[src/rtl/keypad_scanner.sv]
// keypad_scanner: matrix keypad scanner running entirely on clk.
// Drives one active-low column per scan tick and samples the active-low rows through
// a 2-flop synchroniser. Press and release are both debounced. One key code is
// emitted per press and handed over on a valid/ready handshake.
// Optional feature macro: KEYPAD_FIFO_EN. When it is defined, pressed codes queue in a
// FIFO_DEPTH-entry FIFO. Otherwise a single holding register is used.
module keypad_scanner #(
    parameter  int ROWS       = 4,
    parameter  int COLS       = 4,
    parameter  int SCAN_DIV   = 100000,
    parameter  int DEBOUNCE   = 4,
    parameter  int FIFO_DEPTH = 4,
    localparam int KEY_W      = $clog2(ROWS*COLS)
) (
    input  logic             clk,
    input  logic             rst,
    input  logic [ROWS-1:0]  row,
    output logic [COLS-1:0]  col,
    output logic [KEY_W-1:0] key_code,
    output logic             key_valid,
    input  logic             key_ready,
    output logic             key_held,
    output logic             overrun
);
    localparam int R_W = (ROWS > 1) ? $clog2(ROWS) : 1;
    localparam int C_W = $clog2(COLS);
    localparam int T_W = $clog2(SCAN_DIV);
    localparam int D_W = $clog2(DEBOUNCE + 1);

    typedef enum logic [1:0] {SCAN, DEB, HELD, RELEASE} state_t;

    logic [ROWS-1:0]  row_s1, row_s2, rs;
    logic [T_W-1:0]   tick_cnt;
    logic             tick;
    state_t           state, state_nxt;
    logic [C_W-1:0]   col_idx;
    logic [R_W-1:0]   key_r, key_r_nxt, low_r, emit_r;
    logic [D_W-1:0]   cnt, cnt_nxt;
    logic             rs_hit, advance, emit, pop, push;
    logic [KEY_W-1:0] emit_code;

    // Two-flop synchroniser for the asynchronous rows; idle rows read high.
    always_ff @(posedge clk or posedge rst) begin
        if (rst) begin
            row_s1 <= '1;
            row_s2 <= '1;
        end else begin
            row_s1 <= row;
            row_s2 <= row_s1;
        end
    end

    assign rs   = ~row_s2;
    assign tick = (tick_cnt == T_W'(SCAN_DIV - 1));

    // Scan tick divider: one-cycle tick every SCAN_DIV clocks.
    always_ff @(posedge clk or posedge rst) begin
        if (rst) tick_cnt <= '0;
        else     tick_cnt <= tick ? '0 : tick_cnt + 1'b1;
    end

    // The lowest active row wins when several rows are down at the same time.
    always_comb begin
        low_r = '0;
        for (int i = ROWS - 1; i >= 0; i--)
            if (rs[i]) low_r = R_W'(i);
    end

    assign rs_hit    = rs[key_r];
    assign emit_r    = (state == SCAN) ? low_r : key_r;
    // The column is frozen from capture to release, so col_idx is the key's column.
    assign emit_code = KEY_W'(emit_r) * KEY_W'(COLS) + KEY_W'(col_idx);

    // Next-state and emit decision. This logic only acts on tick cycles.
    always_comb begin
        state_nxt = state;
        key_r_nxt = key_r;
        cnt_nxt   = cnt;
        advance   = 1'b0;
        emit      = 1'b0;
        if (tick) begin
            unique case (state)
                SCAN: begin
                    if (|rs) begin
                        key_r_nxt = low_r;
                        cnt_nxt   = D_W'(1);
                        if (DEBOUNCE == 1) begin
                            emit      = 1'b1;
                            state_nxt = HELD;
                        end else begin
                            state_nxt = DEB;
                        end
                    end else begin
                        advance = 1'b1;
                    end
                end
                DEB: begin
                    if (rs_hit) begin
                        cnt_nxt = cnt + 1'b1;
                        if ((cnt + 1'b1) == D_W'(DEBOUNCE)) begin
                            emit      = 1'b1;
                            state_nxt = HELD;
                        end
                    end else begin
                        cnt_nxt   = '0;
                        state_nxt = SCAN;
                        advance   = 1'b1;
                    end
                end
                HELD: begin
                    if (!rs_hit) begin
                        cnt_nxt = D_W'(1);
                        if (DEBOUNCE == 1) begin
                            state_nxt = SCAN;
                            advance   = 1'b1;
                        end else begin
                            state_nxt = RELEASE;
                        end
                    end
                end
                RELEASE: begin
                    if (!rs_hit) begin
                        cnt_nxt = cnt + 1'b1;
                        if ((cnt + 1'b1) == D_W'(DEBOUNCE)) begin
                            cnt_nxt   = '0;
                            state_nxt = SCAN;
                            advance   = 1'b1;
                        end
                    end else begin
                        state_nxt = HELD;
                    end
                end
                default: state_nxt = SCAN;
            endcase
        end
    end

    // Scanner state, column drive, and the registered key_held output.
    always_ff @(posedge clk or posedge rst) begin
        if (rst) begin
            state    <= SCAN;
            key_r    <= '0;
            cnt      <= '0;
            col_idx  <= '0;
            col      <= ~COLS'(1);
            key_held <= 1'b0;
        end else begin
            state    <= state_nxt;
            key_r    <= key_r_nxt;
            cnt      <= cnt_nxt;
            key_held <= (state_nxt == HELD) || (state_nxt == RELEASE);
            if (advance) begin
                col_idx <= (col_idx == C_W'(COLS - 1)) ? '0 : col_idx + 1'b1;
                col     <= {col[COLS-2:0], col[COLS-1]};
            end
        end
    end

    assign pop = key_valid && key_ready;

`ifdef KEYPAD_FIFO_EN
    localparam int A_W = (FIFO_DEPTH > 1) ? $clog2(FIFO_DEPTH) : 1;
    localparam int N_W = $clog2(FIFO_DEPTH + 1);

    logic [FIFO_DEPTH-1:0][KEY_W-1:0] mem;
    logic [A_W-1:0]                   wr_ptr, rd_ptr;
    logic [N_W-1:0]                   count;

    assign key_valid = (count != '0);
    assign key_code  = mem[rd_ptr];
    // When the FIFO is full, a pop in the same cycle makes room for the push.
    assign push      = emit && ((count != N_W'(FIFO_DEPTH)) || pop);

    // Event FIFO. The head is presented on key_code/key_valid.
    always_ff @(posedge clk or posedge rst) begin
        if (rst) begin
            mem     <= '0;
            wr_ptr  <= '0;
            rd_ptr  <= '0;
            count   <= '0;
            overrun <= 1'b0;
        end else begin
            overrun <= emit && !push;
            if (push) begin
                mem[wr_ptr] <= emit_code;
                wr_ptr      <= (wr_ptr == A_W'(FIFO_DEPTH - 1)) ? '0 : wr_ptr + 1'b1;
            end
            if (pop)
                rd_ptr <= (rd_ptr == A_W'(FIFO_DEPTH - 1)) ? '0 : rd_ptr + 1'b1;
            count <= count + N_W'(push) - N_W'(pop);
        end
    end
`else
    logic unused_depth;
    assign unused_depth = ^FIFO_DEPTH;
    assign push = emit && (!key_valid || pop);

    // Single holding register. While it is occupied and not being accepted, new
    // presses are dropped.
    always_ff @(posedge clk or posedge rst) begin
        if (rst) begin
            key_code  <= '0;
            key_valid <= 1'b0;
            overrun   <= 1'b0;
        end else begin
            overrun <= emit && !push;
            if (push) begin
                key_code  <= emit_code;
                key_valid <= 1'b1;
            end else if (pop) begin
                key_valid <= 1'b0;
            end
        end
    end
`endif

endmodule

[config.mk]
export PLATFORM = sky130hd
export DESIGN_NAME = keypad_scanner
export DESIGN_NICKNAME = d
export VERILOG_FILES = /design/src/rtl/keypad_scanner.sv
export SDC_FILE = /design/constraint.sdc
export NUM_CORES = 1
export LEC_CHECK = 0
export CAP_MARGIN = 0
export CORE_MARGIN = 5
export CORE_UTILIZATION = 45
export DETAILED_ROUTE_END_ITERATION = 10
export PLACE_DENSITY = 0.75
export SYNTH_ARGS = -nofsm -noshare
export SYNTH_HDL_FRONTEND = slang
export SYNTH_SLANG_ARGS = --single-unit
[constraint.sdc]
create_clock -name clk -period 4.25 [get_ports clk]
set_input_delay 0.6375 -clock clk [delete_from_list [all_inputs] [get_ports clk]]
set_output_delay 0.6375 -clock clk [all_outputs]
set_load 0.03 [all_outputs]
==> qor.yml <==
area_growth_pct: 15.5
avgViaCountPerCell: 5.48
die_x_microns: 78.4
drt_iter0_markers: 50
clock.fmax_mhz: 389
netSwitchingFraction: 0.241
post_cts_resized: 0
fin_skew_ns: 0.00495
setup_viol: 0
h-tree-depth: 2
die-area_sq_um: 6140
syn-num-nets: 193
tightest_slew_ns: 0.764
p_switching_mw: 0.180
worstPathBufferInverterCount: 0
die_y_microns: 78.4
synth_edf_count: 0
path_cells: "or4b_4, nor4_4, nand2_2, or4b_1, o21ai_1"
n_antenna_cell: 0
core-area_sq_um: 4440
ys_seq_area_frac: 0.542
grt_usage: 0.122
cap_viol_max_count: 0
syn-cell-area_sq_um: 2100
final_max_slew_viol_count: 0
fin_tns_setup_ns: 0
ys.flop_type: "dfrtp_1"
post_cts_buffers: 0
intPower_mw: 0.568
leakagePower_nw: 1.10
dr.pass1.iters: 4
clock_sinks: 45
use_met1: 0.165
period_share: 0.605
crit_family: "simple AND/OR/NAND/NOR gates"
clk_latency_ns: 0.30
grt_pass1_vias: 1306
pin_count: 18
path_max_fanout: 13
path_class: "reg2reg"
cts_made_buffers: 5
start_util: 0.473
ir_worst_vdd_v: 0.000246
nets: 214
clk_path_buf_depth: 2
row_count: 24
use_met3: 0.0309
yosys.area.top_type: "dfrtp_1"
antenna_found_initial: 0
power_frac_seq: 0.585
cp.arrival_ns: 2.81
critPathRequiredTime_ns: 4.49
ctsHoldBuffers: 0
clkSlewWorstSetupHoldPaths_ns: 0.09
pwr_density_cell_nw_per_um2: 308
cts-root-buf: "clkbuf_8"
hp-class: "reg2reg"
grt_busiest_layer: "met2"
critPathCaptureType: "register"
grt_max_degree: 46
cts_tree: "built"
layout_common_cells: "dfrtp_1 (34), clkdlybuf4s50_1 (17), nand2_1 (16)"
gp_congestion: 0.778
wire_per_inst_microns: 13.6
synthCells: 182
antenna_left: 0
synth_area_leaders: "dfrtp_1 (40%), dfstp_2 (14%), mux2_2 (4.3%)"
drt_wl_total_microns: 3470
grt_pass1_wl_microns: 5980
slew-limit-headroom: 0.486
synth_top_area_frac: 0.405
met2_usage: 0.189
io_buffer_count: 17
hold_violations: 0
ys_types: 44
grt_setup_unrepaired: "no"
layout-drive-gt1-share: 0.176
layout_min_cycle_time_ns: 2.57
hold-worst-slack_ns: 0.359
slowest_delay_ns: 0.70
slowest_stage: "nor4_4"
clkPwrFrac: 0.386
status: "finished, final reports clean"
route.detailed.drc: 0
postSynthAreaPerCell_sq_um: 11.6
final_common_cell: "dfrtp_1"
overflow: 0
cp-start-kind: "register"
dp_hpwl_microns: 2420
yosys_warnings: 0
synth_async_sr_flop_share: 1.00
ys_seq_elements: 45
vias: 1402
comb_power_share: 0.029
==> state kept, by name (all words and copies together) (netlist names), 3 cells and up <==
signal and cells:
key_code 4, row_s2 4, col 4, row_s1 4
tick_cnt 17, cnt 3
==> power groups by stage <==
stage	clock (mW)	sequential, mW	combinational (mW)
after floorplan	0	0.445	0.0130
after global placement	0	0.445	0.0223
after detailed placement	0	0.446	0.0225
after CTS	0.298	0.438	0.0225
after global routing	0.319	0.438	0.0251
final	0.288	0.438	0.0216
==> through the flow <==
| stage | area [sq um] | utilization | setup WS (ns) | std cells | total power, mW |
|---|---|---|---|---|---|
| floorplan | 2100 | - | 1.99 | 182 | 0.458 |
| global placement | 2330 | 0.524 | 1.74 | 248 | 0.468 |
| detailed placement | 2330 | 0.524 | 1.67 | 248 | 0.468 |
| CTS | 2430 | 0.546 | 1.65 | 256 | 0.758 |
| global route | 2430 | 0.546 | 1.54 | 256 | 0.783 |
| finish | 2430 | 0.546 | 1.68 | 256 | 0.748 |
==> final cells by class <==
class                           instances  area (sq um)
Clock buffer                            5          68.8
Inverter                                6          22.5
Timing Repair Buffer                   18           178
Fill cell                             369          2020
Sequential cell                        45          1140
Multi-Input combinational cell        127           926
Clock inverter                          3          28.8
Tap cell                               52          65.1
==> synthesized netlist by cell type (all sizes together), types with 5 or more instances <==
cell     n
dfrtp   34
nand4    7
o21ai    6
xor2     8
nor2    13
nand3    8
inv      6
nand2b   5
dfstp   11
xnor2    7
nand2   17
mux2     9
==> final timing paths <==
kind	from	end	slack [ns]	cells past startpoint
worst max register to register	tick_cnt[12]$_DFF_PP0_	cnt[2]$_DFFE_PP0P_	1.68	5
min in group asynchronous	rst	tick_cnt[15]$_DFF_PP0_	0.75	3
worst max-delay path	tick_cnt[12]$_DFF_PP0_	cnt[2]$_DFFE_PP0P_	1.68	5
max in group asynchronous	rst	row_s2[0]$_DFF_PP1_	3.13	3
worst min-delay path	row_s1[2]$_DFF_PP1_	row_s2[2]$_DFF_PP1_	0.36	0
worst min register to register	row_s1[2]$_DFF_PP1_	row_s2[2]$_DFF_PP1_	0.36	0
==> cells by family (layout without fill, tap and decap cells) <==
kind of cell,count (synthesis),in the layout,synth area share
xor+xnor,15,15,0.0625
buf+inv,10,32,0.0178
flops,45,45,0.542
fa+ha+maj,4,4,0.0238
mux,14,14,0.0779
simple gates,74,74,0.209
compound gates,20,20,0.0672
==> layer usage <==
layer / up-vias / share of wire
met5: - / 0
met4: 0 / 0.017
met3: 5 / 0.030
met2: 24 / 0.47
met1: 682 / 0.49
li1: 691 / -
==> worst reg2reg max path: stages, from the launching register on <==
cell and delay, ns:
dfrtp_1 0.43, or4b_4 0.59, nor4_4 0.70, nand2_2 0.17, or4b_1 0.50, o21ai_1 0.12
Power figures use the tool's default switching activity.
